## config.mk

```make
export PLATFORM = sky130hd
export DESIGN_NAME = mcycle_issue_scheduler
export DESIGN_NICKNAME = d
export VERILOG_FILES = /design/src/rtl/mcycle_issue_scheduler_pkg.sv /design/src/rtl/mcycle_issue_scheduler_rr_arbiter.sv /design/src/rtl/mcycle_issue_scheduler.sv
export SDC_FILE = /design/constraint.sdc
export NUM_CORES = 1
export LEC_CHECK = 0
export BUFFER_PORTS_ARGS = -buffer_cell sky130_fd_sc_hd__buf_2
export CORE_AREA = 2 2 79 43
export DETAILED_ROUTE_END_ITERATION = 6
export DIE_AREA = 0 0 81 45
export PLACE_DENSITY = 0.77
export SLEW_MARGIN = 20
export SYNTH_ARGS = -nofsm -noshare
export SYNTH_HDL_FRONTEND = slang
export SYNTH_SLANG_ARGS = --single-unit
```

## constraint.sdc

```tcl
create_clock -name clk -period 5.9 [get_ports clk]
set_clock_uncertainty 0.2 [all_clocks]
set_input_delay 1.475 -clock clk [delete_from_list [all_inputs] [get_ports clk]]
set_output_delay 1.475 -clock clk [all_outputs]
set_load 0.02 [all_outputs]
```

## src/rtl/mcycle_issue_scheduler_pkg.sv

```systemverilog
// Shared defines for the issue scheduler slice.
// Holds the default thread count and pipeline latencies, the thread index
// type used on every thread-indexed port, and the reservation slot record.
package mcycle_issue_scheduler_pkg;

    localparam int NUM_THREADS_DEF = 4;
    localparam int MC_LATENCY_DEF  = 5;
    localparam int SC_LATENCY_DEF  = 2;
    localparam int THREAD_IDX_W    = 2;

    typedef logic [THREAD_IDX_W-1:0] thread_idx_t;

    // One reservation slot: a multi-cycle writeback owned by a thread.
    typedef struct packed {
        logic        valid;
        thread_idx_t thread;
    } slot_t;

endpackage

```

## src/rtl/mcycle_issue_scheduler_rr_arbiter.sv

```systemverilog
// rr_arbiter: round-robin one-hot arbiter.
//   clk, reset  : clock, async active-high reset (thread 0 highest priority)
//   req         : request vector
//   update_en   : advance the priority pointer past the winner when set
//   grant_oh    : one-hot grant (combinational), zero when no request
// The pointer names the highest-priority requester; it moves to the
// position after the winner only when a grant is actually made.
module rr_arbiter #(
    parameter int N = 4
) (
    input  logic         clk,
    input  logic         reset,
    input  logic [N-1:0] req,
    input  logic         update_en,
    output logic [N-1:0] grant_oh
);
    localparam int IW = (N > 1) ? $clog2(N) : 1;

    logic [IW-1:0] ptr_q;
    logic [IW-1:0] win;
    logic          found;

    always_comb begin
        grant_oh = '0;
        win      = '0;
        found    = 1'b0;
        for (int o = 0; o < N; o++) begin
            if (!found && req[(int'(ptr_q) + o) % N]) begin
                found                           = 1'b1;
                grant_oh[(int'(ptr_q) + o) % N] = 1'b1;
                win                             = IW'((int'(ptr_q) + o) % N);
            end
        end
    end

    always_ff @(posedge clk or posedge reset) begin
        if (reset)
            ptr_q <= '0;
        else if (update_en && found)
            ptr_q <= (win == IW'(N - 1)) ? '0 : win + IW'(1);
    end

endmodule

```

## src/rtl/mcycle_issue_scheduler.sv

```systemverilog
// mcycle_issue_scheduler: per-cycle thread issue with writeback-port
// reservation for a multi-cycle pipeline sharing writeback with a
// single-cycle one.
//   clk, reset              : clock, async active-high reset
//   thread_req              : per-thread instruction ready
//   thread_is_mcycle        : per-thread instruction is multi-cycle
//   wb_rollback_en/_idx     : squash a thread's in-flight multi-cycle ops
//   grant_oh/_valid/_idx    : combinational issue grant
//   mc_inflight_count/busy  : registered count of live reservations
// Slot k holds an op that writes back k cycles from now. A single-cycle op
// issued this cycle lands on the slot that will be SC_LATENCY after the
// shift, i.e. today's slot SC_LATENCY+1, so that slot gates eligibility.
module mcycle_issue_scheduler
    import mcycle_issue_scheduler_pkg::*;
#(
    parameter int NUM_THREADS = NUM_THREADS_DEF,
    parameter int MC_LATENCY  = MC_LATENCY_DEF,
    parameter int SC_LATENCY  = SC_LATENCY_DEF
) (
    input  logic                            clk,
    input  logic                            reset,
    input  logic [NUM_THREADS-1:0]          thread_req,
    input  logic [NUM_THREADS-1:0]          thread_is_mcycle,
    input  logic                            wb_rollback_en,
    input  thread_idx_t                     wb_rollback_thread_idx,
    output logic [NUM_THREADS-1:0]          grant_oh,
    output logic                            grant_valid,
    output thread_idx_t                     grant_thread_idx,
    output logic [$clog2(MC_LATENCY+1)-1:0] mc_inflight_count,
    output logic                            mc_busy
);
    localparam int CNT_W = $clog2(MC_LATENCY + 1);

    if (SC_LATENCY < 1 || SC_LATENCY >= MC_LATENCY) begin : g_bad_latency
        $error("mcycle_issue_scheduler: need 1 <= SC_LATENCY < MC_LATENCY");
    end
    if (NUM_THREADS > (1 << THREAD_IDX_W)) begin : g_bad_threads
        $error("mcycle_issue_scheduler: NUM_THREADS exceeds thread_idx_t range");
    end

    slot_t [MC_LATENCY:1]   slot_q, slot_d;
    logic  [CNT_W-1:0]      cnt_d;
    logic  [NUM_THREADS-1:0] eligible, arb_grant;
    logic                   mc_grant;

    always_comb begin
        eligible = '0;
        for (int i = 0; i < NUM_THREADS; i++) begin
            eligible[i] = thread_req[i]
                && !(wb_rollback_en && wb_rollback_thread_idx == thread_idx_t'(i))
                && (thread_is_mcycle[i] || !slot_q[SC_LATENCY+1].valid);
        end
    end

    rr_arbiter #(.N(NUM_THREADS)) u_rr (
        .clk       (clk),
        .reset     (reset),
        .req       (eligible),
        .update_en (!reset),
        .grant_oh  (arb_grant)
    );

    assign grant_oh    = reset ? '0 : arb_grant;
    assign grant_valid = |grant_oh;
    assign mc_grant    = |(grant_oh & thread_is_mcycle);

    always_comb begin
        grant_thread_idx = '0;
        for (int i = 0; i < NUM_THREADS; i++)
            if (grant_oh[i]) grant_thread_idx = grant_thread_idx | thread_idx_t'(i);
    end

    // Shift, insert the new reservation at the top, then squash the
    // rolled-back thread; the count is recomputed from the result so
    // grant, retire and rollback all net out in one edge.
    always_comb begin
        for (int k = 1; k < MC_LATENCY; k++)
            slot_d[k] = slot_q[k+1];
        slot_d[MC_LATENCY].valid  = mc_grant;
        slot_d[MC_LATENCY].thread = grant_thread_idx;
        cnt_d = '0;
        for (int k = 1; k <= MC_LATENCY; k++) begin
            if (wb_rollback_en && slot_d[k].thread == wb_rollback_thread_idx)
                slot_d[k].valid = 1'b0;
            if (slot_d[k].valid)
                cnt_d = cnt_d + CNT_W'(1);
        end
    end

    always_ff @(posedge clk or posedge reset) begin
        if (reset) begin
            slot_q            <= '0;
            mc_inflight_count <= '0;
        end else begin
            slot_q            <= slot_d;
            mc_inflight_count <= cnt_d;
        end
    end

    assign mc_busy = |mc_inflight_count;

    a_grant_legal: assert property (@(posedge clk) disable iff (reset)
        $onehot0(grant_oh) && ((grant_oh & ~eligible) == '0));

endmodule

```

Word-level counts from Yosys, hierarchy flattened
Cells that the tools add are included.

$mul: 0. $add $sub $neg: 8. Bitwise operators: 7. Magnitude comparators: 8. Multiplexer cells: 46. Shifts and indexed selects: 0. Divide/modulo/power cells: 0. Equal/unequal tests: 9. Reduce and logical (&&, ||, !) cells: 45.

Operators with widths (number): logical AND 1 bit (25); two-way mux 1 bit (22); two-way mux 4 bit (5); two-way mux 2 bit (8); < comparator 3 x 4 -> 1 bit (second input constant) (3); bitwise OR 4 bit (3); equality test 2 bit (5); adder 3 x 1 -> 3 bit (second input constant) (3); greater-or-equal comparator 3 x 1 -> 1 bit (second input constant) (3); logical NOT 1 bit (9); two-way mux 3 bit (3); binary-select mux 1 bit (select 2 bit) (4); demux 1 bit (select 2 bit) (4); OR reduction 4 bit (2); equality test 2 bit (second input constant) (3); OR reduction 2 bit (3); adder 2 x 1 -> 2 bit (second input constant) (2); adder 2 bit (second input constant) (2); bitwise AND 4 bit (1); logical OR 1 bit (4); bitwise AND 1 bit (first input constant) (3); < comparator 2 x 3 -> 1 bit (second input constant) (1); OR reduction 3 bit (1); adder 1 x 1 -> 2 bit (second input constant) (1); other kinds (3) (3).

Bits in latches: 0. Memory bits (read-only): 0. Memories kept: 0. Output and inout port bits: 11. Input port bits: 13. Register bits after elaboration: 17. Memory bits (writable): 0.

Logic depth before layout (Yosys ltp)
Word-level depth: 25. Gate-level depth with buffers: 14. Mapped depth without buffers: 13.

Modules after synthesis
A second synthesis with hierarchy kept.

Cell total of the unflattened synthesis: 136. Area, all modules: 1490.2 µm².

By module, submodules not included: mcycle_issue_scheduler (cells each 87, seq. area each 375.4 µm², area each 989.7 µm², instances 1); rr_arbiter (cells each 49, seq. area each 50.0 µm², area each 500.5 µm², instances 1).

Worst setup path after synthesis
Ideal clock, no wire load.

Path kind: input -> output. Start point: input port wb_rollback_thread_idx[1]. End point: output port grant_valid. Required time: 4225 ps. Stages: 8. Arrival: 3925 ps. Path buffers: 1. Slack: 300 ps. Cells stage by stage: buf_6 or3b_4 and3_4 mux4_2 a221o_1 a32oi_4 o21ai_0 or3_1.

Longest elaborated chain between the ends: 19. Elaborated cells on any way between the ends: 49. Those cells by class: 3 x eq/ne; 19 x mux; 3 x bitwise; 24 x reduce/logical.

Ends and longest elaborated chain: start: declaration (line mcycle_issue_scheduler.sv:25) `input thread_idx_t wb_rollback_thread_idx,`; equality test 2 x 1 -> 1 bit, or another cell as far along (line mcycle_issue_scheduler.sv:50) `&& !(wb_rollback_en && wb_rollback_thread_idx == thread_idx_t'(i))`; logical AND 1 bit (line mcycle_issue_scheduler.sv:50); logical NOT 1 bit (line mcycle_issue_scheduler.sv:50); logical AND 1 bit (line mcycle_issue_scheduler.sv:50); logical AND 1 bit (line mcycle_issue_scheduler.sv:51) `&& (thread_is_mcycle[i] || !slot_q[SC_LATENCY+1].valid);`; binary-select mux 1 bit (select 2 bit) (line mcycle_issue_scheduler_rr_arbiter.sv:28) `if (!found && req[(int'(ptr_q) + o) % N]) begin`; two-way mux 1 bit (not written as such) (line mcycle_issue_scheduler_rr_arbiter.sv:28); two-way mux 1 bit (line mcycle_issue_scheduler_rr_arbiter.sv:28); [3 not listed]; logical NOT 1 bit (line mcycle_issue_scheduler_rr_arbiter.sv:28); logical AND 1 bit (line mcycle_issue_scheduler_rr_arbiter.sv:28); two-way mux 1 bit (line mcycle_issue_scheduler_rr_arbiter.sv:28); logical NOT 1 bit (line mcycle_issue_scheduler_rr_arbiter.sv:28); logical AND 1 bit (line mcycle_issue_scheduler_rr_arbiter.sv:28); two-way mux 4 bit (*) (line mcycle_issue_scheduler_rr_arbiter.sv:28); two-way mux 4 bit (*) (line mcycle_issue_scheduler.sv:63) `assign grant_oh = reset ? '0 : arb_grant;`; OR reduction 4 bit (*) (line mcycle_issue_scheduler.sv:64) `assign grant_valid = |grant_oh;`; end: declaration (line mcycle_issue_scheduler.sv:27) `output logic grant_valid,`.

Mark *: on every way between the ends. The rest lies on a longest branch, timed or not. The select of a mux whose other input is x is not followed.

Final worst setup path
Start point: input port wb_rollback_thread_idx[0]. End point: output port grant_valid.

The elaborated chain is that of the path after synthesis.

==> reports/summary.json <==
{
  "peakVddDrop_mv": 0.286,
  "cts.hold.buffers_added": 0,
  "run_status": "complete, no violations",
  "die_w_um": 81,
  "synth_common_cells": "dfrtp_1, nand2_1, nand3_1, nor2_1",
  "crit_type": "input pin to output port",
  "power_leakage_nw": 0.843,
  "wl_mm": 3.84,
  "worst_ep_required_time_ns": 4.22,
  "drt-wirelength-per-cell_um": 15.4,
  "synth-async-reset-ratio_pct": 100,
  "layout_worst_path_cycle_share_pct": 97.7,
  "drt_first_pass_iters": 4,
  "dieArea_mm2": 0.00365,
  "insertion_delay_ns": 0.26,
  "place_congestion": 0.939,
  "ys_seq_area_share_pct": 26.5,
  "critPathLaunchType": "input pin",
  "global_route.usage.total_pct": 22.6,
  "setup_total_negative_slack_ns": 0,
  "critical_path_arrival_ns": 4.09,
  "gate_count_post_synth": 182,
  "cp-end-kind": "output port",
  "hpwl_after_dpl_mm": 3.03,
  "timing.final.setup_violations": 0,
  "cts-buffers-inserted": 3,
  "ant_nets": 0,
  "place.port_buffers": 23,
  "timing_max_transition_violations_final": 0,
  "tritoncts": "yes",
  "post_synth.cell_area_avg_um2": 8.81,
  "antenna_violations_before_repair": 0,
  "final_hold_violations": 0,
  "finalCriticalPeriod_ns": 5.76,
  "synth.yosys.warnings": 0,
  "cpMaxStageDelayCell": "mux4_2",
  "worst_r2r_path_depth": 11,
  "sequentialPowerShare_pct": 18.1,
  "critical_path_buf_inv_count": 2,
  "power_per_cell_area_mw_per_mm2": 607,
  "grt_max_degree": 21,
  "wl_met1_mm": 1.65,
  "tightest_slew_margin_relative_to_the_limit_pct": 48.2,
  "grt_pass1_wl_mm": 6.31,
  "cpMostUsedCell": "buf_2",
  "maxClockFrequency_ghz": 0.174,
  "timing.hold.worst.class": "register to register",
  "netlist_top_cells_area": "dfrtp_1, ha_1, xnor2_1, mux4_2, nand3_1",
  "yosys.cell_count.top_type": "dfrtp_1",
  "top_layer_used": "met4",
  "grt_setup_unrepaired": "false",
  "fill_cells": 274,
  "global_route.overflow_total": 0,
  "drv_cap": 0,
  "synth_largest_area_cell": "dfrtp_1",
  "flow.area_growth_from_synthesis_pct": 14.7,
  "ys_types": 48,
  "cts.reportedPaths.clkPinSlew_ns": 0.08,
  "ys_ff_latch": 17,
  "cts_htree_levels": 1,
  "detailedRoute.firstIterationViolations": 121,
  "avgViaCountPerCell": 6.05,
  "clock-root-buffer": "clkbuf_8",
  "drcViolationCount": 0,
  "synth.cell_area_mm2": 0.00160,
  "critical_path.top_delay_family": "simple AND/OR/NAND/NOR gates",
  "fin_hold_ws_ns": 0.187,
  "clock-sinks": 17,
  "worst_slew_pin_slew_ns": 0.776,
  "critPathMaxStageDelay_ns": 0.53,
  "swShare_pct": 49.7,
  "cp_cell_instances": "buf_2 > or3b_4 > and3_4 > mux4_2 > a221o_1 > a32oi_4 > o21ai_1 > or3_1 > buf_2",
  "synth-edff-count": 0,
  "wl_met2_mm": 1.95,
  "yosys.area.top_type_share_pct": 26.5,
  "min_path_cells": 0,
  "grt_pass1_vias": 1387,
  "initial_core_util_pct": 55.2,
  "crit_path_max_fanout": 7,
  "internal_power_w": 0.000561,
  "cts.path.max_buffers": 2,
  "worstSetupPathDepth": 9,
  "antennaDiodeCount": 0,
  "num-nets-final": 236,
  "die_height_um": 45,
  "io_pins": 24,
  "combinationalPowerShare_pct": 73.9,
  "dr_total_vias": 1512,
  "power.clock.fraction_pct": 8.0,
  "placeableCoreArea_mm2": 0.00291,
  "synth.net_count": 207,
  "row_count": 14,
  "switchingPower_w": 0.000555,
  "dr_wl_met3_um": 184,
  "finalCoreUtilization_pct": 63.3,
  "final_layout_size_suffix_gt1_share_pct": 24.3,
  "dominantRegCellSynth": "dfrtp_1"
}
## area by class of cell
type | count | area (um^2) | share of cell area [%]
Clock buffer | 4 | 45.0 | 2.45
Inverter | 13 | 48.8 | 2.65
Multi-Input combinational cell | 142 | 1070 | 58.3
Sequential cell | 17 | 425 | 23.1
Tap cell | 40 | 50.0 | 2.72
Timing Repair Buffer | 34 | 198 | 10.7
## kinds of logic after synthesis
logic type | after synthesis | share of synthesized area [%]
xor gates and xnor gates | 13 | 7.10
and+or+nand+nor | 64 | 19.9
buffers and inverters | 23 | 7.02
adders and majority gates | 12 | 9.36
AOI/OAI and AO/OA | 44 | 21.1
muxes | 9 | 8.97
DFF | 17 | 26.5
## power groups by stage
| stage | Clock, W | Sequential, W | Combinational, W |
|---|---|---|---|
| floorplan | 0 | 0.000218 | 0.000601 |
| global placement | 0 | 0.000202 | 0.000788 |
| detailed placement | 0 | 0.000205 | 0.000811 |
| CTS | 0.0000905 | 0.000202 | 0.000816 |
| global route | 0.0000986 | 0.000207 | 0.000906 |
| finish | 0.0000895 | 0.000202 | 0.000825 |
## metal layers
| metal | track usage (%) | vias to the layer above |
|---|---|---|
| met1 | 26.7 | 738 |
| li1 | - | 720 |
| met5 | 0 | - |
| met4 | 5.76 | 0 |
| met3 | 4.40 | 9 |
| met2 | 43.1 | 45 |
## final timing paths
kind / from / end / slack (ns)
max: wb_rollback_thread_idx[0] / grant_valid / 0.14
max reg2reg: u_rr.ptr_q[1] / mc_inflight_count[1] / 2.07
max in group asynchronous: reset / mc_inflight_count[2] / 3.76
min reg2reg: slot_d[10] / slot_d[7] / 0.19
min in group asynchronous: reset / u_rr.ptr_q[0] / 1.24
min: slot_d[10] / slot_d[7] / 0.19
## cells in the final DEF (no fill, tap or decap), types with 2 or more instances in the layout
cell type	count
ha_1	12
a21oi_1	7
dfrtp_1	17
a31oi_1	4
inv_1	12
a22oi_1	2
nor2_1	14
mux4_2	4
o31ai_1	2
xnor2_1	12
mux2i_1	2
mux2_2	2
buf_2	23
o211ai_1	3
nand4_1	3
or3_1	2
nand3b_1	2
nand2_1	16
clkbuf_8	3
a211oi_1	2
nand2b_1	5
a22o_1	2
o21ai_0	6
buf_4	11
and3_1	3
nand3_1	13
## timing repair
item,4_1_cts,5_1_grt
buffers inserted,0,0
setup endpoints to repair,0,1
gates resized for setup,0,3
## sequential cells by signal (all words and copies together), names as in the netlist
signal,flops
mc_inflight_count,3
slot_d,8
slot_q,4
u_rr.ptr_q,2
## through the flow
step	cells	cell area [um^2]	worst slack (ns)	total power (W)
final	250	1840	0.138	0.00112
after global routing	250	1840	0.0343	0.00121
after CTS	250	1830	0.123	0.00111
after detailed placement	246	1790	0.132	0.00102
after global placement	246	1790	0.184	0.000990
after floorplan	182	1600	0.300	0.000819
Note: power is estimated with default switching activity, not from simulation.
